<file path="src/rtl/dc_cic_decimator.sv">
// Second-order CIC decimator (R = DECIM) with a 2-entry FWFT output FIFO and sticky overflow.
// Optional peak-magnitude tracker enabled by defining DC_CIC_PEAK_EN.
`timescale 1ns/1ps
module dc_cic_decimator #(
  parameter int unsigned DECIM = 8,
  parameter int unsigned OUT_W = 16
) (
  input  logic             CLK_24M,
  input  logic             reset,
  input  logic             enable_3M,
  input  logic [8:0]       i_data,
  output logic [OUT_W-1:0] o_data,
  output logic             o_valid,
  input  logic             o_ready,
  input  logic             clr_ovf,
`ifdef DC_CIC_PEAK_EN
  input  logic             clr_peak,
  output logic [OUT_W-2:0] peak,
`endif
  output logic             ovf
);

  localparam int unsigned PW = $clog2(DECIM);
  localparam int unsigned W  = 9 + 2 * PW;
  localparam logic [PW-1:0] PhaseLast = PW'(DECIM - 1);

  if (DECIM < 2 || DECIM > 64 || (DECIM & (DECIM - 1)) != 0) begin : g_bad_decim
    $error("DECIM must be a power of two in 2..64");
  end
  if (OUT_W < W) begin : g_bad_out_w
    $error("OUT_W must be at least 9 + 2*log2(DECIM)");
  end

  logic [W-1:0]  i1_q, i2_q, x_q, d1_q, d2_q, y_q;
  logic [W-1:0]  mem_q [2];
  logic          x_vld_q, y_vld_q;
  logic [PW-1:0] phase_q;
  logic          rd_q;
  logic [1:0]    cnt_q;
  logic          ovf_q;

  logic [W-1:0]  in_ext, i1_next, i2_next, c1, c2, head;
  logic          dec, push, pop, push_ok, drop, wr_ptr;
  logic [1:0]    cnt_d;

  always_comb begin
    in_ext  = W'($signed(i_data));
    i1_next = i1_q + in_ext;
    i2_next = i2_q + i1_next;
    c1      = x_q - d1_q;
    c2      = c1 - d2_q;
    dec     = enable_3M && (phase_q == PhaseLast);
    push    = y_vld_q;
    pop     = o_valid && o_ready;
    // A full buffer still accepts a push when the head leaves in the same cycle.
    push_ok = push && ((cnt_q != 2'd2) || pop);
    drop    = push && !push_ok;
    wr_ptr  = rd_q ^ cnt_q[0];
    cnt_d   = cnt_q + 2'(push_ok) - 2'(pop);
    head    = mem_q[rd_q];
    o_valid = (cnt_q != 2'd0);
    o_data  = o_valid ? OUT_W'($signed(head)) : '0;
    ovf     = ovf_q;
  end

  always_ff @(posedge CLK_24M or posedge reset) begin
    if (reset) begin
      i1_q     <= '0;
      i2_q     <= '0;
      x_q      <= '0;
      d1_q     <= '0;
      d2_q     <= '0;
      y_q      <= '0;
      mem_q[0] <= '0;
      mem_q[1] <= '0;
      x_vld_q  <= 1'b0;
      y_vld_q  <= 1'b0;
      phase_q  <= '0;
      rd_q     <= 1'b0;
      cnt_q    <= 2'd0;
      ovf_q    <= 1'b0;
    end else begin
      if (enable_3M) begin
        i1_q    <= i1_next;
        i2_q    <= i2_next;
        phase_q <= phase_q + PW'(1);
      end
      x_vld_q <= dec;
      if (dec) x_q <= i2_next;
      y_vld_q <= x_vld_q;
      if (x_vld_q) begin
        d1_q <= x_q;
        d2_q <= c1;
        y_q  <= c2;
      end
      if (push_ok) mem_q[wr_ptr] <= y_q;
      if (pop) rd_q <= ~rd_q;
      cnt_q <= cnt_d;
      if (drop) ovf_q <= 1'b1;
      else if (clr_ovf) ovf_q <= 1'b0;
    end
  end

`ifdef DC_CIC_PEAK_EN
  localparam logic [W-1:0] MinVal = {1'b1, {(W - 1){1'b0}}};

  logic [W-1:0]     y_neg;
  logic [W-2:0]     mag;
  logic [OUT_W-2:0] peak_base, peak_q;

  always_comb begin
    y_neg     = -y_q;
    // The most negative sample has no positive counterpart; clamp it.
    if (y_q == MinVal)  mag = {(W - 1){1'b1}};
    else if (y_q[W-1])  mag = y_neg[W-2:0];
    else                mag = y_q[W-2:0];
    peak_base = clr_peak ? '0 : peak_q;
    peak      = peak_q;
  end

  always_ff @(posedge CLK_24M or posedge reset) begin
    if (reset) begin
      peak_q <= '0;
    end else if (push_ok && ((OUT_W - 1)'(mag) > peak_base)) begin
      peak_q <= (OUT_W - 1)'(mag);
    end else begin
      peak_q <= peak_base;
    end
  end
`endif

endmodule

</file>
<file path="config.mk">
export PLATFORM = sky130hd
export DESIGN_NAME = dc_cic_decimator
export DESIGN_NICKNAME = d
export VERILOG_FILES = /design/src/rtl/dc_cic_decimator.sv
export SDC_FILE = /design/constraint.sdc
export NUM_CORES = 1
export LEC_CHECK = 0
export CAP_MARGIN = 10
export CORE_MARGIN = 1
export CORE_UTILIZATION = 45
export CTS_BUF_LIST = sky130_fd_sc_hd__clkbuf_4
export DETAILED_ROUTE_END_ITERATION = 10
export PLACE_DENSITY_LB_ADDON = 0.25
export SYNTH_ARGS = -nofsm -noshare
export SYNTH_HDL_FRONTEND = slang
export SYNTH_SLANG_ARGS = --single-unit
</file>
<file path="constraint.sdc">
create_clock -name CLK_24M -period 5 [get_ports CLK_24M]
set_clock_uncertainty 0.1 [all_clocks]
set_input_delay 0.75 -clock CLK_24M [delete_from_list [all_inputs] [get_ports CLK_24M]]
set_output_delay 0.75 -clock CLK_24M [all_outputs]
set_load 0.02 [all_outputs]
</file>
==> results by group, run 1 <==
Run status
  • Outcome: completed

Timing
  • Hold Fails Final Rpt: 0
  • Setup TNS Final: 0 ns
  • Fmax: 0.235 GHz
  • Final Max Slew Viols: 0
  • Tightest Pin Transition: 0.986 ns
  • RSZ-0062 raised after global routing: false
  • Final Cycle Share: 85.0%
  • Final Critical Period: 4.25 ns
  • Final worst setup slack: 0.750 ns
  • Final setup violation count: 0
  • Slew headroom: 34.1%

Cells and area
  • Filler Cell Count: 1518
  • Ant diodes: 0
  • Nets: 842
  • Fraction of layout cells with a size suffix above 1: 16.4%
  • Synth-to-Final Area Change: 10.9%
  • FF+latch area: 3230 um2
  • Multi-input gate area: 4160 um2

CTS
  • Hold buffer count at cts: 0
  • Post-CTS Resized: 0
  • CTS Buf Count: 17
  • CTS tree: built
  • Clock latency on the worst-skew pair: 0.53 ns
  • Clock Pin Slew Worst Setup and Hold Paths: 0.11 ns
  • CTS Buffer Depth: 2
  • CTS Sinks: 129
  • Root Buffer: clkbuf_4
  • CTS HTree Levels: 4
  • Setup bufs post-CTS: 0

Setup path
  • Worst setup EP type: register
  • CP max-delay cell: clkdlybuf4s50_1
  • Critical path peak fanout: 4
  • Critical Path AT: 4.58 ns
  • CP peak stage delay: 0.46 ns
  • Worst setup SP type: primary input
  • Worst Setup Path Type: in -> reg
  • Critical path, cell by cell: clkdlybuf4s50_1, ha_1, inv_1, fa_1, nor2b_1, o31ai_2, a21oi_1, o22a_1, a211oi_1, o21bai_1, xor2_1, ha_1, a21oi_1, and2b_1, a311o_1, xor3_1, mux2_4
  • Req. time, crit path: 5.33 ns
  • Internal reg-to-reg setup slack: 1.06 ns

Worst hold path
  • Hold/Removal Path Class: reg -> reg

Floorplan
  • Chip Height: 132 um
  • Die width: 132 um
  • Core Area: 16600 um2
  • Initial Util: 46.2%
  • Top Ports: 32
  • Row cnt: 47
  • Die area: 17500 um2

Yosys
  • Syn Area/Cell: 10.5 um2
  • Synth Flop Type: dfrtp_1
  • Top cell type by total area after synthesis: dfrtp_1
  • Ys Warns: 0
  • Synth cell types: 61
  • Top-area cell type share of the netlist area: 42.2%
  • Count leader, synth: dfrtp_1
  • EDFF count, synth: 0
  • Synth top cells by count: dfrtp_1, mux2_2, ha_1, nor2_1, nand2_1
  • Synthesized area: 7650 um2
  • Seq/Total Area, Yosys: 42.2%
  • Synth async-reset ratio: 100%
  • Synthesized net count: 810
  • Register bit total from synthesis: 129
  • Area contributors post-synth: dfrtp_1, mux2_2, ha_1
  • Synth Instances: 730

Route
  • ANT nets after route: 0
  • DRC violations left: 0
  • Initial DRT Pass Iterations: 4
  • Post-DR wirelength/cell: 13.4 um
  • Vias per inst: 5.26
  • DRT iter0 DRCs: 236
  • Detailed Route WL: 13.3 mm
  • DR vias: 5234

Placement
  • Place WS: 0.213 ns
  • Post-detail-place hpwl: 9.65 mm
  • Port Buffers: 31
  • GPL Wtd Cong: 0.897

Global route
  • First-pass GRT wire length: 24.2 mm
  • GRT Util Overall: 16.9%
  • Total grt overflow: 0
  • Initial antenna violation count: 0
  • Vias in the first global route: 5382
  • Largest net degree at the start of global routing: 66

Job
  • Max-cap violations: 0
worst max-delay path: cells and delay by family:
| kind | cells | cell delay (ns) |
|---|---|---|
| buffers and inverters | 2 | 0.52 |
| and+or+nand+nor | 2 | 0.37 |
| AOI/OAI and AO/OA | 7 | 1.38 |
| muxes | 1 | 0.26 |
| adders and majority gates | 3 | 0.87 |
| xor gates and xnor gates | 2 | 0.40 |
cell usage in the layout, fill, tap and decap left out, types with 4 or more instances in the layout:
master	instances
mux2_2	78
inv_1	48
o21a_1	11
a21o_1	22
and4_1	4
nand2_1	50
a31oi_1	4
clkinvlp_4	5
o21ai_1	4
nor3_1	6
nand3_1	5
a21oi_1	40
a211oi_1	9
o21ai_0	45
nor2b_1	7
ha_1	62
xnor2_1	32
clkinv_2	4
mux2i_1	18
clkbuf_4	18
clkdlybuf4s50_1	31
nand2b_1	6
dfrtp_1	128
nor2_1	52
and3_1	4
xor2_1	18
fa_1	4
buf_4	4
flip-flops by register name, summed over array words and instances, names as in the netlist:
name,count
i2_q,15
y_q,15
d1_q,15
i1_q,15
ovf,1
x_vld_q,1
mem_q,30
x_q,15
phase_q,3
cnt_q,2
push,1
rd_q,1
d2_q,15
path summary, 6_finish.rpt:
path | from | endpoint | depth (start not counted)
setup / recovery | i_data[0] | x_q[14]$_DFFE_PP0P_ | 17
hold / removal | phase_q[0]$_DFFE_PP0P_ | phase_q[0]$_DFFE_PP0P_ | 1
setup reg to reg | i1_q[1]$_DFFE_PP0P_ | x_q[14]$_DFFE_PP0P_ | 15
hold reg to reg | phase_q[0]$_DFFE_PP0P_ | phase_q[0]$_DFFE_PP0P_ | 1
max in group asynchronous | reset | y_q[6]$_DFFE_PP0P_ | 3
min in group asynchronous | reset | d1_q[1]$_DFFE_PP0P_ | 2
cells by family after synthesis:
logic type,Yosys count,share of synthesized area (%)
xor+xnor,51,6.03
compound gates,168,14.2
simple gates,148,8.89
fa+ha+maj,66,11.2
flops,129,42.2
mux,97,14.0
buf+inv,71,3.55
cell type report:
class	instances	share of cell area, %
tap	220	3.24
sequential	129	38.1
timing repair buffer	35	4.01
clock inverter	14	1.95
clock buffer	18	1.59
inverter	49	2.20
multi-input combinational	530	49.0
per-stage QoR:
step	hold slack [ns]	util [%]	instance area (um2)	instances
after floorplan	0.252	-	7650	730
after global placement	0.359	49.4	8190	963
after detailed placement	0.368	49.4	8190	963
after CTS	0.389	51.2	8490	995
after global routing	0.403	51.2	8490	995
final	0.382	51.2	8490	995
routing by layer:
layer	part of all wire, %	wire length (um)	global-route usage (%)
met2	49	6480	28.9
met3	3.1	417	4.44
met4	1.3	174	5.81
met5	0	0	0
met1	47	6270	20.6
Power of run 1 is not shown: default switching activity piles up to over one toggle a cycle in this logic, so the estimate is an artifact.
==> inputs of run 2 (changes only) <==
--- a/config.mk
+++ b/config.mk
@@ -6,8 +6,10 @@
 export NUM_CORES = 1
 export LEC_CHECK = 0
 export CAP_MARGIN = 10
+export CELL_PAD_IN_SITES_DETAIL_PLACEMENT = 2
+export CELL_PAD_IN_SITES_GLOBAL_PLACEMENT = 2
 export CORE_MARGIN = 1
-export CORE_UTILIZATION = 45
+export CORE_UTILIZATION = 42
 export CTS_BUF_LIST = sky130_fd_sc_hd__clkbuf_4
 export DETAILED_ROUTE_END_ITERATION = 10
 export PLACE_DENSITY_LB_ADDON = 0.25
==> results by group, run 2 (synthesis results as in run 1) <==
Cells and area
  • Fraction of layout cells with a size suffix above 1: 16.1% (-0.28 points)
  • Largest register FFs: 30 (unchanged)
  • Commonest non-fill, non-tap cells in the layout: dfrtp_1, mux2_2, ha_1
  • Nets: 843 (+0.12%)
  • Ant diodes: 0 (unchanged)
  • Filler Cell Count: 1882 (+24%)
  • Synth-to-Final Area Change: 10.3%
  • Reg with most FFs: mem_q
  • Most common cell after layout, fill and taps aside: dfrtp_1

Route
  • DR vias: 5526 (+5.6%)
  • Detailed Route WL: 17.5 mm (+31%)
  • DRC violations left: 0 (unchanged)
  • ANT nets after route: 0 (unchanged)
  • Initial DRT Pass Iterations: 4 (unchanged)
  • Post-DR wirelength/cell: 17.4 um (+30%)
  • Vias per inst: 5.50 (+4.5%)
  • DRT iter0 DRCs: 124 (-47%)

Floorplan
  • Chip Height: 137 um (+3.5%)
  • Top Ports: 32 (unchanged)
  • Initial Util: 42.8% (-3.4 points)
  • Die width: 137 um (+3.5%)
  • Core Area: 17900 um2 (+8.0%)
  • Row cnt: 49 (+4.3%)
  • Die area: 18800 um2 (+7.0%)

Timing
  • Final setup violation count: 0 (unchanged)
  • Tightest Pin Transition: 1.10 ns (+0.112 ns)
  • Hold Fails Final Rpt: 0 (unchanged)
  • Final Critical Period: 4.33 ns (+0.0841 ns)
  • Fmax: 0.231 GHz (-1.9%)
  • Final Cycle Share: 86.7% (+1.7 points)
  • Setup TNS Final: 0 ns (unchanged)
  • Hold slack: 0.385 ns (+0.00253 ns)
  • RSZ-0062 raised after global routing: false
  • Final Max Slew Viols: 0 (unchanged)
  • Slew headroom: 26.6% (-7.5 points)

Setup path
  • Critical path peak fanout: 6 (+2)
  • Worst setup EP type: register
  • Critical Path AT: 4.64 ns (+0.06 ns)
  • Internal reg-to-reg setup slack: 0.87 ns (-0.19 ns)
  • Worst setup SP type: primary input
  • Req. time, crit path: 5.31 ns (-0.02 ns)
  • Worst Setup Path Type: in -> reg

CTS
  • CTS HTree Levels: 4 (unchanged)
  • Setup bufs post-CTS: 0 (unchanged)
  • Clock latency on the worst-skew pair: 0.56 ns (+0.03 ns)
  • CTS tree: built
  • Hold buffer count at cts: 0 (unchanged)
  • CTS Buffer Depth: 2 (unchanged)
  • Post-CTS Resized: 0 (unchanged)
  • CTS Sinks: 129 (unchanged)
  • Root Buffer: clkbuf_4
  • CTS Buf Count: 17 (unchanged)
  • Clock Pin Slew Worst Setup and Hold Paths: 0.10 ns (about the same)

Global route
  • Vias in the first global route: 6280 (+17%)
  • First-pass GRT wire length: 30.0 mm (+24%)
  • Total grt overflow: 0 (unchanged)
  • Initial antenna violation count: 0 (unchanged)
  • GRT Util Overall: 20.5% (+3.6 points)
  • Largest net degree at the start of global routing: 68 (+3.0%)

Placement
  • GPL Wtd Cong: 0.826 (-7.9%)
  • Post-detail-place hpwl: 13.2 mm (+37%)
  • Port Buffers: 31 (unchanged)

Job
  • Max-cap violations: 0 (unchanged)

Worst hold path
  • Hold/Removal Path Class: reg -> reg

Run status
  • Outcome: completed
[run 2: final cells by class]
class,count,area (um2),area share (%)
tap,229,287,3.39
clock inverter,13,96.3,1.14
sequential,129,3230,38.2
timing repair buffer,36,348,4.12
clock buffer,19,143,1.69
multi-input combinational,530,4160,49.2
inverter,49,186,2.21
[run 2: worst max-delay path, stage by stage]
cell	delay, ns
clkdlybuf4s50_1	0.45
ha_1	0.32
a21o_1	0.18
a21o_1	0.21
a211oi_1	0.38
o31a_1	0.27
a21o_1	0.15
xnor2_1	0.23
ha_1	0.40
a21o_1	0.21
a2111oi_0	0.42
o21ai_0	0.21
o22a_1	0.22
xnor2_1	0.17
a21oi_1	0.09
[run 2: path summary, 6_finish.rpt]
check                      cells past startpoint                 start                endpoint
max                                           15             i_data[1]    i2_q[13]$_DFFE_PP0P_
min                                            1  i2_q[14]$_DFFE_PP0P_    i2_q[14]$_DFFE_PP0P_
max reg2reg                                   15    x_q[1]$_DFFE_PP0P_     y_q[14]$_DFFE_PP0P_
min reg2reg                                    1  i2_q[14]$_DFFE_PP0P_    i2_q[14]$_DFFE_PP0P_
max in group asynchronous                      3                 reset     y_q[14]$_DFFE_PP0P_
min in group asynchronous                      2                 reset  phase_q[2]$_DFFE_PP0P_
[run 2: stage by stage]
stage / cells / util (%) / worst slack, ns / area [um2]
after floorplan: 730 / - / 0.709 / 7650
final: 1005 / 47.2 / 0.666 / 8440
after CTS: 1005 / 47.2 / 0.696 / 8440
after global routing: 1005 / 47.2 / 0.479 / 8440
after global placement: 973 / 45.8 / 0.279 / 8210
after detailed placement: 973 / 45.8 / 0.127 / 8210
[run 2: per-layer routing]
metal  share of wire (%)  wire (um)  global-route usage, %  up-vias
met5                   0          0                      0        -
met4                 1.6        279                   7.33        0
met3                 1.8        318                   3.11       26
met2                  55       9580                   40.0       59
met1                  42       7350                   21.9     2805
li1                    -          -                      -     2636
Power of run 2 is left out for the same reason.
